[config.mk]
export PLATFORM = sky130hd
export DESIGN_NAME = div_unit
export DESIGN_NICKNAME = d
export VERILOG_FILES = /design/src/rtl/div_unit.sv
export SDC_FILE = /design/constraint.sdc
export NUM_CORES = 1
export LEC_CHECK = 0
export BUFFER_PORTS_ARGS = -buffer_cell sky130_fd_sc_hd__buf_2
export CORE_MARGIN = 5
export CORE_UTILIZATION = 40
export CTS_CLUSTER_SIZE = 14
export DETAILED_ROUTE_END_ITERATION = 7
export GPL_TIMING_DRIVEN = 0
export PLACE_DENSITY_LB_ADDON = 0.1
export SYNTH_ARGS = -nofsm -noshare
export SYNTH_HDL_FRONTEND = slang
export SYNTH_SLANG_ARGS = --single-unit
[constraint.sdc]
create_clock -name clk -period 5.1 [get_ports clk]
set_input_delay 1.02 -clock clk [delete_from_list [all_inputs] [get_ports clk]]
set_output_delay 1.02 -clock clk [all_outputs]
set_load 0.02 [all_outputs]
[src/rtl/div_unit.sv]
// Iterative radix-2 divider for RV32M DIV/DIVU/REM/REMU: one quotient bit per cycle, sign fix-up, then hold in DONE.
// Latency XLEN+2 cycles (1 for divide-by-zero / signed overflow); in_ready only in IDLE, result held until out_ready.
module div_unit #(
  parameter int XLEN  = 32,
  parameter int CNT_W = 6
) (
  input  logic            clk,
  input  logic            arst,
  input  logic            in_valid,
  output logic            in_ready,
  input  logic [1:0]      op,
  input  logic [XLEN-1:0] dividend,
  input  logic [XLEN-1:0] divisor,
  input  logic [4:0]      rd_in,
  input  logic            flush,
  output logic            out_valid,
  input  logic            out_ready,
  output logic [XLEN-1:0] result,
  output logic [4:0]      rd_out,
  output logic            busy
);

  typedef enum logic [1:0] {IDLE, CALC, FIX, DONE} state_t;

  state_t          state_q;
  logic [XLEN-1:0] rem_q, quo_q, dvs_q, result_q;
  logic [CNT_W-1:0] cnt_q;
  logic [4:0]      rd_q;
  logic            rem_sel_q, neg_quo_q, neg_rem_q, out_valid_q;

  logic            signed_op, dvd_neg, dvs_neg, div_zero, overflow;
  logic [XLEN-1:0] dvd_abs, dvs_abs, rem_d, quo_d, quo_fix, rem_fix;
  logic [XLEN:0]   shifted, diff;

  always_comb begin
    signed_op = ~op[0];
    dvd_neg   = signed_op & dividend[XLEN-1];
    dvs_neg   = signed_op & divisor[XLEN-1];
    dvd_abs   = dvd_neg ? (~dividend + 1'b1) : dividend;
    dvs_abs   = dvs_neg ? (~divisor + 1'b1) : divisor;
    div_zero  = (divisor == '0);
    overflow  = signed_op && (dividend == {1'b1, {(XLEN-1){1'b0}}}) && (divisor == '1);
    // The XLEN+1-bit difference's MSB is the borrow: set means the trial subtract failed.
    shifted   = {rem_q, quo_q[XLEN-1]};
    diff      = shifted - {1'b0, dvs_q};
    rem_d     = diff[XLEN] ? shifted[XLEN-1:0] : diff[XLEN-1:0];
    quo_d     = {quo_q[XLEN-2:0], ~diff[XLEN]};
    quo_fix   = neg_quo_q ? (~quo_q + 1'b1) : quo_q;
    rem_fix   = neg_rem_q ? (~rem_q + 1'b1) : rem_q;
  end

  always_ff @(posedge clk or posedge arst) begin
    if (arst) begin
      state_q     <= IDLE;
      rem_q       <= '0;
      quo_q       <= '0;
      dvs_q       <= '0;
      result_q    <= '0;
      cnt_q       <= '0;
      rd_q        <= '0;
      rem_sel_q   <= 1'b0;
      neg_quo_q   <= 1'b0;
      neg_rem_q   <= 1'b0;
      out_valid_q <= 1'b0;
    end else if (flush) begin
      state_q     <= IDLE;
      out_valid_q <= 1'b0;
    end else begin
      case (state_q)
        IDLE: begin
          if (in_valid) begin
            rd_q      <= rd_in;
            rem_sel_q <= op[1];
            if (div_zero) begin
              result_q    <= op[1] ? dividend : '1;
              out_valid_q <= 1'b1;
              state_q     <= DONE;
            end else if (overflow) begin
              result_q    <= op[1] ? '0 : {1'b1, {(XLEN-1){1'b0}}};
              out_valid_q <= 1'b1;
              state_q     <= DONE;
            end else begin
              rem_q     <= '0;
              quo_q     <= dvd_abs;
              dvs_q     <= dvs_abs;
              cnt_q     <= '0;
              neg_quo_q <= dvd_neg ^ dvs_neg;
              neg_rem_q <= dvd_neg;
              state_q   <= CALC;
            end
          end
        end
        CALC: begin
          rem_q <= rem_d;
          quo_q <= quo_d;
          cnt_q <= cnt_q + 1'b1;
          if (cnt_q == CNT_W'(XLEN-1)) state_q <= FIX;
        end
        FIX: begin
          result_q    <= rem_sel_q ? rem_fix : quo_fix;
          out_valid_q <= 1'b1;
          state_q     <= DONE;
        end
        DONE: begin
          if (out_ready) begin
            out_valid_q <= 1'b0;
            state_q     <= IDLE;
          end
        end
        default: state_q <= IDLE;
      endcase
    end
  end

  assign in_ready  = (state_q == IDLE);
  assign busy      = (state_q != IDLE);
  assign out_valid = out_valid_q;
  assign result    = result_q;
  assign rd_out    = rd_q;

endmodule

== After elaboration in Yosys (flattened, before gate mapping) ==
Cells that the tools add are included.
Storage, ports and cells
  logic and storage cells: 94
  output and inout bits: 40
  input port bits: 76
  register bits after elaboration: 145
Cells by class
  reduce and logical (&&, ||, !) cells: 14
  bitwise operators: 12
  eq/ne operators: 14
  add/sub/neg operators: 6
  mux-type cells: 37
Operator list (count)
  $mux W32: 17
  $pmux W32 S2: 3
  $add A32 B1 Y32 const B: 4
  $not A32 Y32: 4
  $eq A32 B32 Y1 const B: 2
  $sub A33 B32 Y33: 1
  $logic_not A32 Y1: 1
  $mux W6: 3
  $mux W2: 6
  $pmux W6 S2: 1
  $reduce_and A5 Y1: 2
  $pmux W2 S4: 1
  $reduce_and A4 Y1: 2
  $add A6 B1 Y6 const B: 1
  $eq A6 B5 Y1 const B: 1
  $ne A2 B2 Y1 const B: 3
  $ne A3 B3 Y1 const B: 2
  $reduce_and A3 Y1: 2
  $reduce_bool A2 Y1: 3
  $mux W1: 5
  $not A1 Y1: 5
  $eq A2 B2 Y1 const B: 2
  $ne A4 B1 Y1 const B: 1
  $reduce_bool A4 Y1: 1
  other kinds (8): 10

== Logic depth before layout (Yosys ltp) ==
Gate-level depths: netlist (run 1).
  depth after elaboration: 8
  gate-level depth with buffers: 14
  gate-level depth less buffers: 12

== Worst setup path after synthesis (run 1) ==
No wires, ideal clock.
  path kind: input port to flip-flop
  from: in dividend[0]
  to: reg result_q[31], in the netlist result[31]
  data arrival time: 3.407 ns
  stages on the path: 11
  setup slack: 1.572 ns
  path through: inv_1 ha_1 or4b_4 nor4b_4 nand3_1 o31ai_4 nand3_2 a21o_1 buf_6 buf_6 a22o_1
On the way
  longest elaborated chain between the ends: 5
Ends and longest elaborated chain
  start, declared: RTL line 12  | input logic [XLEN-1:0] dividend,
  $eq A32 B32 Y1: RTL line 42  | overflow = signed_op && (dividend == {1'b1, {(XLEN-1){1'b0}}}) && (divisor == '1);
  $logic_and A1 B1 Y1 (2 in a row): RTL line 42
  $ne A3 B1 Y1 (no line)
  $reduce_and A4 Y1 (no line)
  end signal, assigned: RTL line 75  | result_q <= op[1] ? dividend : '1;
  end signal, assigned: RTL line 79  | result_q <= op[1] ? '0 : {1'b1, {(XLEN-1){1'b0}}};
  end signal, assigned: RTL line 100  | result_q <= rem_sel_q ? rem_fix : quo_fix;
  end, declared: RTL line 26  | logic [XLEN-1:0] rem_q, quo_q, dvs_q, result_q;
No other way between the ends.
A chain may end at the register's enable or synchronous reset.

== Worst setup path after layout (run 1) ==
  from: in dividend[0]
  to: reg rem_q[2]
On the way
  longest elaborated chain between the ends: 5
Ends and longest elaborated chain
  $eq A32 B32 Y1: RTL line 42
  $logic_and A1 B1 Y1 (2 in a row): RTL line 42
  $ne A2 B2 Y1 (no line)
  $reduce_and A5 Y1 (no line)
  end signal, assigned: RTL line 94  | rem_q <= rem_d;
  end, declared: RTL line 26
No other way between the ends.

==> qor.csv, run 1 <==
stage;metric;value;unit
timing;tns;0;ps
setup_path;slowest_delay;550;ps
clocking;cts_tree;done;
setup_path;r2r_end;rem_q[22];
clocking;cts_buffers;17;
synth;synthTopCellsByCount;nand2_1 (182), o21ai_0 (149), dfrtp_1 (145), nor2_1 (106), xnor2_1 (80);
place;place_inst;1843;
timing;period_minus_slack;4370;ps
drt;vias;10400;
timing;period_share;0.858;
synth;synthFlopType;dfrtp_1;
clocking;clk_path_buf_depth;2;
clocking;cts.sinks;145;
timing;maxSlewHeadroom;0.285;
cells_and_area;register_area;3630;µm²
floorplan;rows;61;
place;port_buffers;113;
clocking;post_cts_resized;0;
clocking;cts_root_buf;clkbuf_16;
outcome;status;finished, final reports clean;
synth;ys_warn_count;0;
timing;worst_pin_slew;1070;ps
cells_and_area;syn_to_final_growth;15.1;%
setup_path;path_max_fanout;10;
synth;ys_ff_latch;145;
timing;fmax;0.229;GHz
timing;rsz0062_at_grt;no;
clocking;clk_pin_slew;60;ps
setup_path;r2r_cells;14;
synth;yosys.area.top_type;dfrtp_1;
drt;drc;0;
place;globalplace.congestion;0.902;
clocking;cts.htree.levels;4;
cells_and_area;fill_cells;2834;
min_path;whs_endpoint;result[15];
timing;hold_viol_final;0;
cells_and_area;diodes;0;
drt;wire_per_inst;19.6;µm
setup_path;cp-start-kind;input pin;
timing;fin_skew;11.9;ps
synth;netlist_top_cells_area;dfrtp_1 (33%), o21ai_0 (6.7%), xnor2_1 (6.3%);
synth;synth_edf_count;0;
cells_and_area;final_cell_count_no_fill;1875;
setup_path;cp_data_required_time;5380;ps
setup_path;crit_type;input pin to register;
setup_path;path_cells;buf_2, inv_1, ha_1, or4b_4, nor4b_4, nand3_1, o31ai_4, o21ai_1, nand3b_1, buf_2, clkbuf_1, o21ai_0;
clocking;insertion_delay;430;ps
setup_path;endpoint_kind;register;
timing;setup_viol;0;
cells_and_area;drive_above_1_share;0.142;
drt;drt-total-wl;36700;µm
min_path;worstHoldPathCells;2;
power;leakage;5.67;nW
min_path;min_from;result[15];
synth;ys_types;69;
synth;synth.avg_cell_area;8.25;µm²
min_path;hp-class;register to register;
drt;vias_per_cell;5.57;
clocking;postCtsSetupBuffers;0;
synth;synth_most_common_cell;nand2_1;
drt;ant_nets;0;
cells_and_area;nNetsFinal;1603;
setup_path;cpMostUsedCell;buf_2;
global_routing;grt_max_degree;87;
synth;synth-seq-area-share;0.325;
floorplan;ios;116;
global_routing;grt_pass1_wl;58200;µm
synth;synth_top_area_frac;0.325;
global_routing;grt-ovfl-total;0;
place;hpwl;28600;µm
setup_path;r2r_slack;1190;ps
drt;first_iter_violations;939;
drt;drtPass1Iterations;5;
floorplan;die_area;31300;µm²
synth;syn_area;11100;µm²
clocking;cts_hold_buf;0;
power;peakVddDrop;272;µV
floorplan;die_y;177;µm
power;power.density;475;nW/µm²
job;cap_violations;0;
floorplan;initial_utilization;0.403;
synth;synth_fp_nets;1470;
setup_path;rr_startpoint;quo_q[31];
global_routing;grt_pass1_vias;10200;
synth;synth_cells;1351;
global_routing;track_usage;0.236;
cells_and_area;multi_input_area;6990;µm²
global_routing;grt_antenna_before_repair;0;
setup_path;worstPathArrival;4650;ps
synth;synthArstFlopShare;1.00;
floorplan;die_width;177;µm
floorplan;core;27600;µm²
timing;finalMaxSlewViolations;0;
setup_path;crit_slowest_cell;clkbuf_1;
-- layout by cell type (no fill, tap or decap), types with 6 or more instances in the layout --
master | synthesis | layout
a211oi_1 | 7 | 7
a21o_1 | 17 | 17
a21oi_1 | 78 | 78
a221o_1 | 17 | 17
a22oi_1 | 14 | 14
a31oi_1 | 13 | 13
and3_1 | 6 | 6
buf_2 | 18 | 131
clkbuf_1 | 39 | 42
clkbuf_16 | 0 | 17
dfrtp_1 | 145 | 145
ha_1 | 42 | 42
inv_1 | 59 | 58
mux2_2 | 7 | 7
mux2i_1 | 23 | 23
nand2_1 | 182 | 182
nand2b_1 | 21 | 21
nand3_1 | 15 | 15
nand4_1 | 14 | 14
nor2_1 | 106 | 106
nor2b_1 | 16 | 16
nor3_1 | 28 | 28
nor4_1 | 9 | 9
o21ai_0 | 149 | 149
o221ai_1 | 19 | 19
o31ai_1 | 24 | 24
o31ai_2 | 15 | 15
o41ai_1 | 12 | 12
or2_2 | 8 | 8
or3_1 | 11 | 11
or4_1 | 16 | 16
xnor2_1 | 80 | 80
xor2_1 | 68 | 68
-- metal layers --
layer,vias to the layer above,part of all wire,global-route usage
met5,-,0,0
met2,316,0.47,0.400
met1,4951,0.45,0.321
li1,5129,-,-
met4,0,0.020,0.0587
met3,41,0.054,0.0314
-- worst max path at each step --
stage / from / endpoint / slack (ps) / cells after the start
2_1_floorplan: arst / cnt_q[0] / 190 / 1
3_3_place_gp: arst / result[26] / -1840 / 2
3_5_place_dp: dividend[0] / rem_q[3] / 320 / 12
4_1_cts: dividend[0] / rem_q[3] / 750 / 12
5_1_grt: dividend[0] / rem_q[27] / 500 / 12
6_report: dividend[0] / rem_q[2] / 730 / 12
-- worst max-delay path: cells and delay by family --
family | cells | cell delay (ps)
compound gates | 3 | 810
simple gates | 4 | 1510
buf+inv | 4 | 1080
fa+ha+maj | 1 | 220
-- sequential cells by signal, summed over array words and instances (netlist names), 2 cells and up --
name / flops
dvs_q: 32
quo_q: 32
rem_q: 32
result: 32
cnt_q: 6
rd_out: 5
state_q: 2
-- cells by family (layout without fill, tap and decap cells) --
family                     after synthesis  in the layout  synth area share
DFF                                    145            145             0.325
xor gates and xnor gates               148            148             0.116
muxes                                   30             30            0.0277
buffers and inverters                  124            270            0.0471
AOI/OAI and AO/OA                      406            406             0.239
and+or+nand+nor                        455            455             0.195
adders and majority gates               43             43            0.0489
-- stage by stage --
step,hold slack [ps],power (W),utilization,instance area [µm²],setup slack (ps)
4_1_cts,479,0.00608,0.464,12800,752
6_report,470,0.00609,0.464,12800,725
3_5_place_dp,466,0.00474,0.442,12200,318
3_3_place_gp,458,0.00472,0.441,12200,-1840
5_1_grt,497,0.00651,0.464,12800,496
2_1_floorplan,450,0.00386,-,11100,185
-- report_power, final --
| group | leakage (nW) | internal [W] | switching (W) |
|---|---|---|---|
| Sequential | 1.90 | 0.00150 | 0.000308 |
| Combinational | 3.47 | 0.00111 | 0.00184 |
| Clock | 0.297 | 0.000809 | 0.000522 |
| Total | 5.67 | 0.00342 | 0.00267 |
-- cell type report --
type,instances,area share
Multi-Input combinational cell,1082,0.545
Buffer,64,0.0234
Tap cell,378,0.0369
Clock inverter,9,0.0101
Sequential cell,145,0.283
Inverter,60,0.0179
Clock buffer,23,0.0373
Timing Repair Buffer,114,0.0462
(Power assumes the default switching activity.)
==> run 2, diff against run 1 <==
--- a/config.mk
+++ b/config.mk
@@ -5,11 +5,11 @@
 export SDC_FILE = /design/constraint.sdc
 export NUM_CORES = 1
 export LEC_CHECK = 0
-export BUFFER_PORTS_ARGS = -buffer_cell sky130_fd_sc_hd__buf_2
 export CORE_MARGIN = 5
 export CORE_UTILIZATION = 40
 export CTS_CLUSTER_SIZE = 14
 export DETAILED_ROUTE_END_ITERATION = 7
+export DONT_BUFFER_PORTS = 1
 export GPL_TIMING_DRIVEN = 0
 export PLACE_DENSITY_LB_ADDON = 0.1
 export SYNTH_ARGS = -nofsm -noshare
==> qor.csv, run 2 (synthesized netlist as in run 1, its figures left out) <==
stage;metric;value;unit;change
outcome;status;finished, final reports clean;;
clocking;cts_root_buf;clkbuf_16;;
clocking;clk_path_buf_depth;2;;unchanged
cells_and_area;fill_cells;2839;;+0.18%
setup_path;cp_num_buf_inv;3;;-1
floorplan;die_area;31300;µm²;unchanged
setup_path;worstPathArrival;4410;ps;-240 ps
setup_path;cp-startpoint;dividend[0];;
floorplan;core;27600;µm²;unchanged
drt;drt-total-wl;36700;µm;+0.13%
floorplan;rows;61;;unchanged
place;hpwl;28500;µm;-0.19%
timing;fin_skew;17.9;ps;+5.99 ps
drt;ant_nets;0;;unchanged
global_routing;grt_antenna_before_repair;1;;+1
cells_and_area;nNetsFinal;1490;;-7.0%
place;port_buffers;0;;-100%
setup_path;r2r_cells;14;;unchanged
drt;first_iter_violations;803;;-14%
clocking;post_cts_resized;0;;unchanged
setup_path;crit_slowest_cell;or4b_4;;
power;comb_power_share;0.463;;-0.022
floorplan;die_width;177;µm;unchanged
power;p_sw;0.00259;W;-3.2%
power;intPower;0.00327;W;-4.5%
clocking;cts_hold_buf;0;;unchanged
setup_path;r2r_end;rem_q[22];;
power;fin_total_pwr;0.00585;W;-3.9%
timing;rsz0062_at_grt;no;;
min_path;hp-class;input pin to async pin;;
clocking;cts.sinks;145;;unchanged
clocking;cts_tree;done;;
power;p_seq_frac;0.328;;+0.031
drt;drtPass1Iterations;5;;unchanged
global_routing;grt_pass1_vias;9815;;-3.6%
setup_path;slowest_delay;520;ps;-30 ps
floorplan;initial_utilization;0.403;;unchanged
power;pwr-share-clk;0.209;;-0.010
cells_and_area;syn_to_final_growth;9.47;%;
timing;fmax;0.242;GHz;+5.7%
setup_path;rr_startpoint;quo_q[31];;
cells_and_area;layout_common_cells;nand2_1 (182), o21ai_0 (149), dfrtp_1 (145);;
power;p_sw_frac;0.442;;+0.00327
drt;drc;0;;unchanged
setup_path;r2r_slack;1210;ps;+20 ps
clocking;cts.htree.levels;4;;unchanged
timing;hold_viol_final;0;;unchanged
timing;finalMaxSlewViolations;0;;unchanged
timing;hold_slack;396;ps;-74.0 ps
clocking;cts_buffers;17;;unchanged
power;peakVddDrop;256;µV;-5.8%
cells_and_area;layout_commonest_cell;nand2_1;;
drt;wire_per_inst;20.9;µm;+6.8%
setup_path;crit_family;simple AND/OR/NAND/NOR gates;;
floorplan;die_y;177;µm;unchanged
floorplan;ios;116;;unchanged
timing;period_share;0.812;;-0.0462
timing;tns;0;ps;unchanged
setup_path;cp_data_required_time;5370;ps;about the same
setup_path;cp-start-kind;input pin;;
cells_and_area;diodes;0;;unchanged
global_routing;grt_pass1_wl;57500;µm;-1.2%
setup_path;endpoint_kind;register;;
setup_path;path_max_fanout;10;;unchanged
global_routing;grt-ovfl-total;0;;unchanged
power;power.density;479;nW/µm²;+1.0%
drt;vias;10000;;-3.9%
setup_path;crit_end;rem_q[2];;
place;globalplace.congestion;0.947;;+4.9%
drt;vias_per_cell;5.71;;+2.5%
cells_and_area;drive_above_1_share;0.0703;;-0.0720
timing;worst_pin_slew;1090;ps;+17.1 ps
power;leakage;5.15;nW;-9.1%
clocking;insertion_delay;430;ps;about the same
timing;period_minus_slack;4140;ps;-235 ps
global_routing;track_usage;0.235;;-0.00108
timing;setup_viol;0;;unchanged
setup_path;crit_cells;11;;-1
job;cap_violations;0;;unchanged
clocking;clk_pin_slew;60;ps;about the same
global_routing;grt_max_degree;113;;+30%
setup_path;path_cells;inv_1, ha_1, or4b_4, nor4b_4, nand3_1, o31ai_4, o21ai_1, nand3b_1, buf_2, clkbuf_1, o21ai_0;;
clocking;postCtsSetupBuffers;0;;unchanged
timing;maxSlewHeadroom;0.274;;-0.0114
setup_path;crit_type;input pin to register;;
==> run 2: cell types whose count changed in the layout (fill, tap and decap cells not counted), sizes merged <==
cell and delta:
buf -113, bufinv -1, clkbuf -2, clkinv -1
==> run 2: cell type report <==
type	count	area [µm²]	share of cell area
Buffer	64	300	0.0246
Clock buffer	21	460	0.0377
Clock inverter	7	87.6	0.00718
Inverter	60	233	0.0191
Multi-Input combinational cell	1082	6990	0.573
Sequential cell	145	3630	0.297
Tap cell	378	473	0.0388
Timing Repair Buffer	1	27.5	0.00226
==> run 2: how the worst min path moves through the flow <==
stage	from	endpoint	slack, ps	cells after the start
floorplan	dvs_q[10]	dvs_q[10]	450	2
global placement	quo_q[0]	quo_q[0]	460	2
detailed placement	quo_q[0]	quo_q[0]	470	2
CTS	arst	dvs_q[3]	400	1
global route	arst	dvs_q[5]	410	1
finish	arst	dvs_q[5]	400	1
==> run 2: metal layers <==
| metal | share of wire | global-route usage |
|---|---|---|
| met1 | 0.45 | 0.319 |
| met2 | 0.47 | 0.389 |
| met3 | 0.060 | 0.0393 |
| met4 | 0.020 | 0.0635 |
| met5 | 0 | 0 |
==> run 2: worst register-to-register path, stage by stage, from the launching register on <==
cell	delay (ps)
dfrtp_1	400
inv_1	110
ha_1	250
fa_1	400
nand2b_1	190
a21oi_1	230
o211ai_1	220
o311ai_1	710
o211ai_1	190
nand4_1	210
buf_4	230
buf_2	290
nor2_1	120
a22oi_1	130
o21ai_0	100
==> run 2: through the flow <==
stage / std cells / setup slack, ps / area [µm²] / utilization
2_1_floorplan: 1351 / 185 / 11100 / -
3_3_place_gp: 1729 / -1880 / 11600 / 0.421
3_5_place_dp: 1730 / 518 / 11700 / 0.422
4_1_cts: 1758 / 933 / 12200 / 0.442
5_1_grt: 1758 / 714 / 12200 / 0.442
6_report: 1758 / 961 / 12200 / 0.442
==> run 2: power by group through the flow <==
| stage | Sequential [W] | Clock [W] | Combinational [W] |
|---|---|---|---|
| 6_report | 0.00192 | 0.00122 | 0.00271 |
| 4_1_cts | 0.00192 | 0.00124 | 0.00270 |
| 3_3_place_gp | 0.00193 | 0 | 0.00267 |
| 5_1_grt | 0.00197 | 0.00128 | 0.00301 |
| 3_5_place_dp | 0.00194 | 0 | 0.00269 |
| 2_1_floorplan | 0.00183 | 0 | 0.00203 |
